<file path="src/rtl/tx_lpkt_seq.sv">
// tx_lpkt_seq: serialises one long packet per descriptor onto a byte stream.
// Each packet is four header bytes ({vc,dt}, wc[7:0], wc[15:8], ecc), then wc
// payload bytes, then a CRC-16 (poly 0x1021 reflected, init 0xFFFF) sent LSB first.
// The CRC covers the payload only.
//
// Ports:
//   clk, rst                 single clock, synchronous active-high reset
//   pkt_valid/pkt_ready      descriptor handshake (pkt_vc, pkt_dt, pkt_wc, pkt_ecc)
//   pld_valid/pld_ready      payload byte stream in (pld_data)
//   tx_valid/tx_ready        packet byte stream out (tx_data, tx_last on the final byte)
//   busy                     high while a packet is in progress
//   crc_out                  checksum of the last completed packet
module tx_lpkt_seq #(
    parameter int unsigned IDLE_GAP = 0
) (
    input  logic        clk,
    input  logic        rst,
    input  logic        pkt_valid,
    output logic        pkt_ready,
    input  logic [1:0]  pkt_vc,
    input  logic [5:0]  pkt_dt,
    input  logic [15:0] pkt_wc,
    input  logic [7:0]  pkt_ecc,
    input  logic        pld_valid,
    input  logic [7:0]  pld_data,
    output logic        pld_ready,
    output logic        tx_valid,
    output logic [7:0]  tx_data,
    output logic        tx_last,
    input  logic        tx_ready,
    output logic        busy,
    output logic [15:0] crc_out
);

    localparam logic [2:0] StIdle = 3'd0;
    localparam logic [2:0] StHdr  = 3'd1;
    localparam logic [2:0] StPld  = 3'd2;
    localparam logic [2:0] StCrc  = 3'd3;
    localparam logic [2:0] StGap  = 3'd4;

    localparam int unsigned GapLoad = (IDLE_GAP > 0) ? IDLE_GAP - 1 : 0;

    logic [2:0]  state_q, state_d;
    logic [7:0]  vcdt_q, vcdt_d;
    logic [15:0] wc_q, wc_d;
    logic [7:0]  ecc_q, ecc_d;
    logic [1:0]  hdr_idx_q, hdr_idx_d;
    logic [15:0] rem_q, rem_d;
    logic [15:0] crc_q, crc_d;
    logic        crc_hi_q, crc_hi_d;
    logic [15:0] crc_out_q, crc_out_d;
    logic [15:0] gap_cnt_q, gap_cnt_d;
    logic        tx_valid_q, tx_valid_d;
    logic [7:0]  tx_data_q, tx_data_d;
    logic        tx_last_q, tx_last_d;

    logic can_load;
    logic tx_xfer;

    // Reflected CRC-16, one byte per call, data bits taken LSB first.
    function automatic logic [15:0] crc16_byte(input logic [15:0] crc, input logic [7:0] data);
        logic [15:0] c;
        c = crc;
        for (int i = 0; i < 8; i++) begin
            if (c[0] ^ data[i]) begin
                c = (c >> 1) ^ 16'h8408;
            end else begin
                c = c >> 1;
            end
        end
        return c;
    endfunction

    // The output register can take a new byte when empty or being drained now.
    assign can_load  = !tx_valid_q || tx_ready;
    assign tx_xfer   = tx_valid_q && tx_ready;

    assign pkt_ready = (state_q == StIdle) && !rst;
    assign pld_ready = (state_q == StPld) && (rem_q != 16'd0) && can_load && !rst;
    assign busy      = (state_q != StIdle);
    assign tx_valid  = tx_valid_q;
    assign tx_data   = tx_data_q;
    assign tx_last   = tx_last_q;
    assign crc_out   = crc_out_q;

    always_comb begin
        state_d    = state_q;
        vcdt_d     = vcdt_q;
        wc_d       = wc_q;
        ecc_d      = ecc_q;
        hdr_idx_d  = hdr_idx_q;
        rem_d      = rem_q;
        crc_d      = crc_q;
        crc_hi_d   = crc_hi_q;
        crc_out_d  = crc_out_q;
        gap_cnt_d  = gap_cnt_q;
        tx_valid_d = tx_valid_q;
        tx_data_d  = tx_data_q;
        tx_last_d  = tx_last_q;

        if (tx_xfer) begin
            tx_valid_d = 1'b0;
            tx_last_d  = 1'b0;
            if (tx_last_q) begin
                crc_out_d = crc_q;
            end
        end

        case (state_q)
            StIdle: begin
                if (pkt_valid && pkt_ready) begin
                    vcdt_d     = {pkt_vc, pkt_dt};
                    wc_d       = pkt_wc;
                    ecc_d      = pkt_ecc;
                    rem_d      = pkt_wc;
                    crc_d      = 16'hFFFF;
                    crc_hi_d   = 1'b0;
                    // First header byte goes straight into the output register.
                    tx_valid_d = 1'b1;
                    tx_data_d  = {pkt_vc, pkt_dt};
                    tx_last_d  = 1'b0;
                    hdr_idx_d  = 2'd1;
                    state_d    = StHdr;
                end
            end
            StHdr: begin
                if (can_load) begin
                    tx_valid_d = 1'b1;
                    tx_last_d  = 1'b0;
                    case (hdr_idx_q)
                        2'd1:    tx_data_d = wc_q[7:0];
                        2'd2:    tx_data_d = wc_q[15:8];
                        default: tx_data_d = ecc_q;
                    endcase
                    hdr_idx_d = hdr_idx_q + 2'd1;
                    if (hdr_idx_q == 2'd3) begin
                        state_d = (wc_q != 16'd0) ? StPld : StCrc;
                    end
                end
            end
            StPld: begin
                if (pld_valid && pld_ready) begin
                    tx_valid_d = 1'b1;
                    tx_data_d  = pld_data;
                    tx_last_d  = 1'b0;
                    rem_d      = rem_q - 16'd1;
                    crc_d      = crc16_byte(crc_q, pld_data);
                    if (rem_q == 16'd1) begin
                        state_d = StCrc;
                    end
                end
            end
            StCrc: begin
                if (tx_last_q) begin
                    // High byte already loaded; wait for it to leave.
                    if (tx_xfer) begin
                        gap_cnt_d = 16'(GapLoad);
                        state_d   = (IDLE_GAP == 0) ? StIdle : StGap;
                    end
                end else if (can_load) begin
                    tx_valid_d = 1'b1;
                    if (!crc_hi_q) begin
                        tx_data_d = crc_q[7:0];
                        crc_hi_d  = 1'b1;
                    end else begin
                        tx_data_d = crc_q[15:8];
                        tx_last_d = 1'b1;
                    end
                end
            end
            StGap: begin
                if (gap_cnt_q == 16'd0) begin
                    state_d = StIdle;
                end else begin
                    gap_cnt_d = gap_cnt_q - 16'd1;
                end
            end
            default: state_d = StIdle;
        endcase
    end

    always_ff @(posedge clk) begin
        if (rst) begin
            state_q    <= StIdle;
            vcdt_q     <= 8'h00;
            wc_q       <= 16'h0000;
            ecc_q      <= 8'h00;
            hdr_idx_q  <= 2'd0;
            rem_q      <= 16'h0000;
            crc_q      <= 16'hFFFF;
            crc_hi_q   <= 1'b0;
            crc_out_q  <= 16'h0000;
            gap_cnt_q  <= 16'h0000;
            tx_valid_q <= 1'b0;
            tx_data_q  <= 8'h00;
            tx_last_q  <= 1'b0;
        end else begin
            state_q    <= state_d;
            vcdt_q     <= vcdt_d;
            wc_q       <= wc_d;
            ecc_q      <= ecc_d;
            hdr_idx_q  <= hdr_idx_d;
            rem_q      <= rem_d;
            crc_q      <= crc_d;
            crc_hi_q   <= crc_hi_d;
            crc_out_q  <= crc_out_d;
            gap_cnt_q  <= gap_cnt_d;
            tx_valid_q <= tx_valid_d;
            tx_data_q  <= tx_data_d;
            tx_last_q  <= tx_last_d;
        end
    end

endmodule

</file>
<file path="config.mk">
export PLATFORM = sky130hd
export DESIGN_NAME = tx_lpkt_seq
export DESIGN_NICKNAME = d
export VERILOG_FILES = /design/src/rtl/tx_lpkt_seq.sv
export SDC_FILE = /design/constraint.sdc
export NUM_CORES = 1
export LEC_CHECK = 0
export ABC_AREA = 1
export BUFFER_PORTS_ARGS = -buffer_cell sky130_fd_sc_hd__buf_4
export CAP_MARGIN = 20
export CORE_ASPECT_RATIO = 0.7
export CORE_MARGIN = 3
export CORE_UTILIZATION = 60
export CTS_CLUSTER_DIAMETER = 120
export DETAILED_ROUTE_END_ITERATION = 6
export GPL_ROUTABILITY_DRIVEN = 0
export PLACE_DENSITY = 0.85
export SYNTH_ARGS = -nofsm -noshare
export SYNTH_HDL_FRONTEND = slang
export SYNTH_SLANG_ARGS = --single-unit
export TNS_END_PERCENT = 5
</file>
<file path="constraint.sdc">
create_clock -name clk -period 4.4 [get_ports clk]
set_input_delay 0.66 -clock clk [delete_from_list [all_inputs] [get_ports clk]]
set_output_delay 0.66 -clock clk [all_outputs]
set_load 0.02 [all_outputs]
</file>
==> results.sh, run 1 <==
export IMPL_skew_ns=0.00550
export IMPL_worstPathMaxFanout=38
export IMPL_die_w_um=113
export IMPL_viasPerCell=5.67
export IMPL_cts_made_buffers=9
export IMPL_yosys_area_share_adder_pct=2.32
export IMPL_path_cells="inv_1 > ha_1 > inv_1 > nor2_4 > nand2_1 > buf_4 > nand2_1 > inv_1 > nor2_1 > nand2_4 > inv_4 > o21ai_0 > nand3_1"
export IMPL_setup_viol=0
export IMPL_postSynthAreaPerCell_um2=6.62
export IMPL_tightest_slew_ns=0.765
export IMPL_start_kind="flip-flop"
export IMPL_dominantRegCellSynth="dfxtp_1"
export IMPL_holdPathEnd="crc_out[10]"
export IMPL_whs_ns=0.463
export IMPL_vdd_drop_max_mv=0.659
export IMPL_syn_nets=786
export IMPL_final_cells=883
export IMPL_rows=26
export IMPL_ant_nets=0
export IMPL_holdPathStages=2
export IMPL_fp_dieArea_mm2=0.00920
export IMPL_synth_cell_type_count=39
export IMPL_maxSlewHeadroom_pct=48.9
export IMPL_grt_pass1_wl_um=22100
export IMPL_total_leakage_power_nw=2.63
export IMPL_post_cts_buffers=0
export IMPL_drt_wl_total_um=13800
export IMPL_r2r_worst_path_cells=13
export IMPL_setup_tns_ns=0
export IMPL_die_h_um=81.2
export IMPL_hold_buffers=0
export IMPL_syn_area_mm2=0.00484
export IMPL_cpMaxStageDelayCell="ha_1"
export IMPL_antenna_cells=0
export IMPL_grt_overflow_total=0
export IMPL_hpwl_um=9860
export IMPL_fillers=591
export IMPL_cts_path_max_buffers=2
export IMPL_arrival_ns=3.29
export IMPL_max_cap_violations=0
export IMPL_drive_above_1_share_pct=14.0
export IMPL_synthToLayoutAreaGrowth_pct=16.6
export IMPL_cpMostUsedCell="inv_1"
export IMPL_antenna_found_initial=0
export IMPL_slowest_delay_ns=0.41
export IMPL_report_final_hold_viol_count=0
export IMPL_io_buffers=73
export IMPL_cts_root_buf="clkbuf_16"
export IMPL_synthArstFlopShare_pct=0
export IMPL_drtIter0Drc=678
export IMPL_synth_top_family_by_area="simple AND/OR/NAND/NOR gates"
export IMPL_core_area_mm2=0.00755
export IMPL_powerDensity_mw_per_mm2=753
export IMPL_synth_top_area_share_pct=36.0
export IMPL_fmax_ghz=0.332
export IMPL_final_nets=835
export IMPL_path_clk_slew_ns=0.06
export IMPL_run_status="completed"
export IMPL_worstPathRequired_ns=4.67
export IMPL_synth_common_cells="205 x nand2_1, 87 x dfxtp_1, 72 x a21oi_1, 72 x nor2_1, 64 x nand3_1"
export IMPL_yosysTopAreaCell="dfxtp_1"
export IMPL_place_ws_ns=1.51
export IMPL_ctsResizeCount=0
export IMPL_fin_ws_ns=1.39
export IMPL_synth_area_leaders="dfxtp_1 36%, nand2_1 16%, a21oi_1 7.4%"
export IMPL_cts_tree="yes"
export IMPL_synth_compound_area_share_pct=16.5
export IMPL_drv_slew=0
export IMPL_grt_total_usage_pct=30.1
export IMPL_hp_class="reg2reg"
export IMPL_grt_max_degree=54
export IMPL_post_route_min_period_ns=3.01
export IMPL_h_tree_depth=3
export IMPL_rr_endpoint="crc_q[4]"
export IMPL_timing_rr_start="state_q[0]"
export IMPL_fin_area_mm2=0.00565
export IMPL_synth_seq_cells=87
export IMPL_synth_seq_area_share_pct=36.0
export IMPL_end_kind="flip-flop"
export IMPL_firstDrtPassIters=6
export IMPL_synthMuxAreaShare_pct=0.413
export IMPL_routedWlPerCell_um=15.6
export IMPL_vias=5010
export IMPL_start_util_pct=64.2
export IMPL_grt_pass1_vias=4468
export IMPL_clock_sinks=87
export IMPL_drc=0
export IMPL_rrSetupSlack_ns=1.39
export IMPL_hp_start="crc_out[10]"
export IMPL_post_route_period_util_pct=68.5
export IMPL_synthXorXnorAreaFrac_pct=3.44
export IMPL_place_area_mm2=0.00533
export IMPL_io_pins=74
export IMPL_clock_latency_ns=0.34
export IMPL_synth_most_common_cell="nand2_1"
export IMPL_crit_type="reg2reg"
export IMPL_synth_edf_count=0
export IMPL_dp_cells=868
export IMPL_synthSimpleGateAreaFrac_pct=32.4
export IMPL_ys_warn_count=0
export IMPL_grt_setup_unrepaired="false"
export IMPL_synth_cells=732
[cell type report]
type / count / area (um2) / share of cell area, %
flip-flops and latches: 87 / 1740 / 30.8
clock buffers: 12 / 246 / 4.36
multi-input cells: 546 / 2670 / 47.2
inverters: 61 / 231 / 4.10
well taps: 98 / 123 / 2.17
repair buffers: 76 / 571 / 10.1
clock inverters: 3 / 67.6 / 1.20
[flip-flops by register name, indices dropped and copies added (netlist names), 2 cells and up]
name / count
state_q: 2
hdr_idx_q: 2
crc_q: 16
crc_out: 16
ecc_q: 8
rem_q: 16
wc_q: 16
tx_data: 8
[where the power goes]
group          internal (mW)  total [mW]  switching [mW]
registers               1.01        1.26           0.254
clock network          0.510       0.806           0.296
logic                  0.751        2.18            1.43
total                   2.27        4.25            1.98
[per-stage QoR]
stage | util (%) | total power, mW
floorplan | - | 2.94
global placement | 70.7 | 3.29
detailed placement | 70.7 | 3.38
CTS | 74.8 | 4.21
global route | 74.8 | 4.56
finish | 74.8 | 4.25
[cell families (layout without fill, tap and decap cells)]
group,Yosys count,in the layout
AOI/OAI and AO/OA,150,150
xor gates and xnor gates,19,19
adders and majority gates,9,9
buffers and inverters,99,152
DFF,87,87
muxes,2,2
and+or+nand+nor,366,366
[routing by layer]
metal | track usage [%] | vias to the layer above | routed length (um)
li1 | - | 2464 | -
met1 | 41.3 | 2280 | 6140
met2 | 46.9 | 231 | 6060
met3 | 8.86 | 35 | 1290
met4 | 7.56 | 0 | 295
met5 | 0 | - | 0
[worst max-delay path: cells and delay by family, from the launching register on]
family	cells	cell delay (ns)
AO/OA/AOI/OAI	1	0.16
adder cells (fa/ha/maj)	1	0.41
buffers and inverters	5	1.07
flip-flops	1	0.33
AND/OR/NAND/NOR	6	0.93
[cell usage in the layout (no fill, tap or decap), types with 2 or more instances in the layout]
master     synthesis  routed
nor3_1             2       2
nand2_4            3       3
nor2_2             2       2
mux2i_1            2       2
inv_1             57      57
nand4_1            3       3
dfxtp_1           87      87
nand3_1           64      64
o22a_1             8       8
clkbuf_1          18       2
or2_2              3       3
buf_4              2      76
bufinv_16          0       2
xor2_1             9       9
nand2_2            3       3
a21oi_1           72      72
o21ai_1           15      15
ha_1               9       9
xnor2_1           10      10
nor2_1            72      72
o21ai_0           49      49
nand2_1          205     205
o31ai_1            2       2
nor2_4             3       3
clkbuf_16          0       9
clkinv_1           2       2
[how the worst max path moves through the flow]
stage | start | endpoint | cells past startpoint | slack [ns]
2_1_floorplan | rst | pld_ready | 3 | 2.49
3_3_place_gp | state_q[0] | rem_q[5] | 14 | 1.70
3_5_place_dp | state_q[0] | crc_q[4] | 13 | 1.51
4_1_cts | state_q[1] | crc_q[4] | 13 | 1.46
5_1_grt | state_q[0] | crc_q[4] | 13 | 1.21
6_report | state_q[0] | crc_q[4] | 13 | 1.39
Power figures use the tool's default switching activity.
==> inputs of run 2 (changes only) <==
CORE_UTILIZATION = 57   (was 60)
PLACE_DENSITY = 0.81   (was 0.85)
clock period = 3 ns   (was 4.4 ns; I/O delays follow)
==> run 2 against run 1 <==
  * Utilization shrank 4.3 points
  * Wire length shrank 1.3%
  * Hold slack lost 0.16 ns
  * Clock power grew 50%
  * Critical path type unchanged
  * Largest power group unchanged
==> results.sh, run 2 (synthesis results as in run 1) <==
export IMPL_io_pins=74
export IMPL_post_cts_buffers=0
export IMPL_swShare_pct=46.7
export IMPL_firstDrtPassIters=5
export IMPL_run_status="completed"
export IMPL_drc=0
export IMPL_viasPerCell=5.63
export IMPL_worstPathMaxFanout=33
export IMPL_p_seq_share_pct=29.6
export IMPL_vias=5018
export IMPL_grt_pass1_wl_um=21900
export IMPL_synthToLayoutAreaGrowth_pct=17.6
export IMPL_setup_viol=0
export IMPL_routedWlPerCell_um=15.3
export IMPL_powerDensity_mw_per_mm2=1100
export IMPL_cts_root_buf="clkbuf_16"
export IMPL_maxSlewHeadroom_pct=65.0
export IMPL_antenna_found_initial=0
export IMPL_drive_above_1_share_pct=14.9
export IMPL_post_route_min_period_ns=2.70
export IMPL_rrSetupSlack_ns=0.30
export IMPL_report_final_hold_viol_count=0
export IMPL_fp_dieArea_mm2=0.00966
export IMPL_start_util_pct=60.0
export IMPL_hpwl_um=9680
export IMPL_ctsResizeCount=0
export IMPL_power_frac_clock_pct=19.4
export IMPL_cts_path_max_buffers=2
export IMPL_die_h_um=83.1
export IMPL_skew_ns=0.00601
export IMPL_final_nets=840
export IMPL_crit_type="reg2reg"
export IMPL_grt_pass1_vias=4492
export IMPL_worstPathRequired_ns=3.27
export IMPL_antenna_cells=0
export IMPL_cts_made_buffers=9
export IMPL_final_cell_mix="205 x nand2_1, 87 x dfxtp_1, 81 x buf_4"
export IMPL_drtIter0Drc=517
export IMPL_vdd_drop_max_mv=0.744
export IMPL_path_clk_slew_ns=0.07
export IMPL_setup_tns_ns=0
export IMPL_p_int_mw=3.32
export IMPL_die_w_um=116
export IMPL_max_cap_violations=0
export IMPL_start_kind="flip-flop"
export IMPL_end_kind="flip-flop"
export IMPL_h_tree_depth=3
export IMPL_core_area_mm2=0.00807
export IMPL_rows=27
export IMPL_switching_power_mw=2.91
export IMPL_hp_class="in2reg"
export IMPL_grt_setup_unrepaired="false"
export IMPL_drt_wl_total_um=13600
export IMPL_whs_ns=0.304
export IMPL_grt_total_usage_pct=28.2
export IMPL_cts_tree="yes"
export IMPL_hold_buffers=0
export IMPL_layout_commonest_cell="nand2_1"
export IMPL_fmax_ghz=0.370
export IMPL_grt_overflow_total=0
export IMPL_total_leakage_power_nw=2.66
export IMPL_drv_slew=0
export IMPL_post_route_period_util_pct=90.1
export IMPL_arrival_ns=2.97
export IMPL_clock_sinks=87
export IMPL_fillers=696
export IMPL_clock_latency_ns=0.34
export IMPL_tightest_slew_ns=0.521
export IMPL_grt_max_degree=38
export IMPL_io_buffers=73
export IMPL_ant_nets=0
export IMPL_combPwrFrac_pct=51.0
==> run 2: cell types whose count changed in the layout (fill, tap and decap cells not counted), sizes merged <==
cell / before / now
buf: 76 / 81
clkbuf: 12 / 9
clkinv: 2 / 4
inv: 59 / 61
==> run 2: stage by stage <==
stage	cell area (um2)	setup slack [ns]	std cells	utilization [%]	power, mW
detailed placement	5380	0.405	876	66.6	4.95
global placement	5380	0.500	876	66.6	4.84
finish	5700	0.298	892	70.5	6.24
global route	5700	0.0996	892	70.5	6.72
floorplan	4840	1.31	732	-	4.31
CTS	5700	0.370	892	70.5	6.19
==> run 2: final cells by class <==
cell class | instances | area, um2 | area share (%)
Timing Repair Buffer | 81 | 608 | 10.7
Inverter | 61 | 231 | 4.06
Clock buffer | 9 | 225 | 3.95
Multi-Input combinational cell | 546 | 2670 | 46.8
Clock inverter | 7 | 95.1 | 1.67
Sequential cell | 87 | 1740 | 30.6
Tap cell | 101 | 126 | 2.22
==> run 2: per-layer routing <==
layer | up-vias | global-route usage [%] | wire [um]
li1 | 2469 | - | -
met1 | 2276 | 41.0 | 6210
met2 | 252 | 41.7 | 5810
met3 | 21 | 6.92 | 1360
met4 | 0 | 7.38 | 224
met5 | - | 0 | 0
==> run 2: critical path, stage by stage, from the launching register on <==
cell	delay, ns
dfxtp_1	0.33
inv_1	0.10
ha_1	0.41
inv_1	0.31
nor2_4	0.16
nand2_1	0.08
nand2_1	0.08
inv_1	0.08
nor2_1	0.18
nand2_4	0.26
inv_4	0.36
nand2_1	0.11
a21oi_1	0.14
==> run 2: power by group through the flow <==
stage	registers [mW]	logic, mW	clock network (mW)
floorplan	1.81	2.50	0
global placement	1.83	3.01	0
detailed placement	1.84	3.11	0
CTS	1.82	3.14	1.22
global route	1.87	3.57	1.27
finish	1.84	3.18	1.21
==> run 2: worst paths after layout <==
| check | from | end | cells after the start |
|---|---|---|---|
| setup reg to reg | state_q[1] | rem_q[7] | 12 |
| hold / removal | pkt_ecc[1] | ecc_q[1] | 3 |
| hold reg to reg | crc_out[10] | crc_out[10] | 2 |
| setup / recovery | state_q[1] | rem_q[7] | 12 |
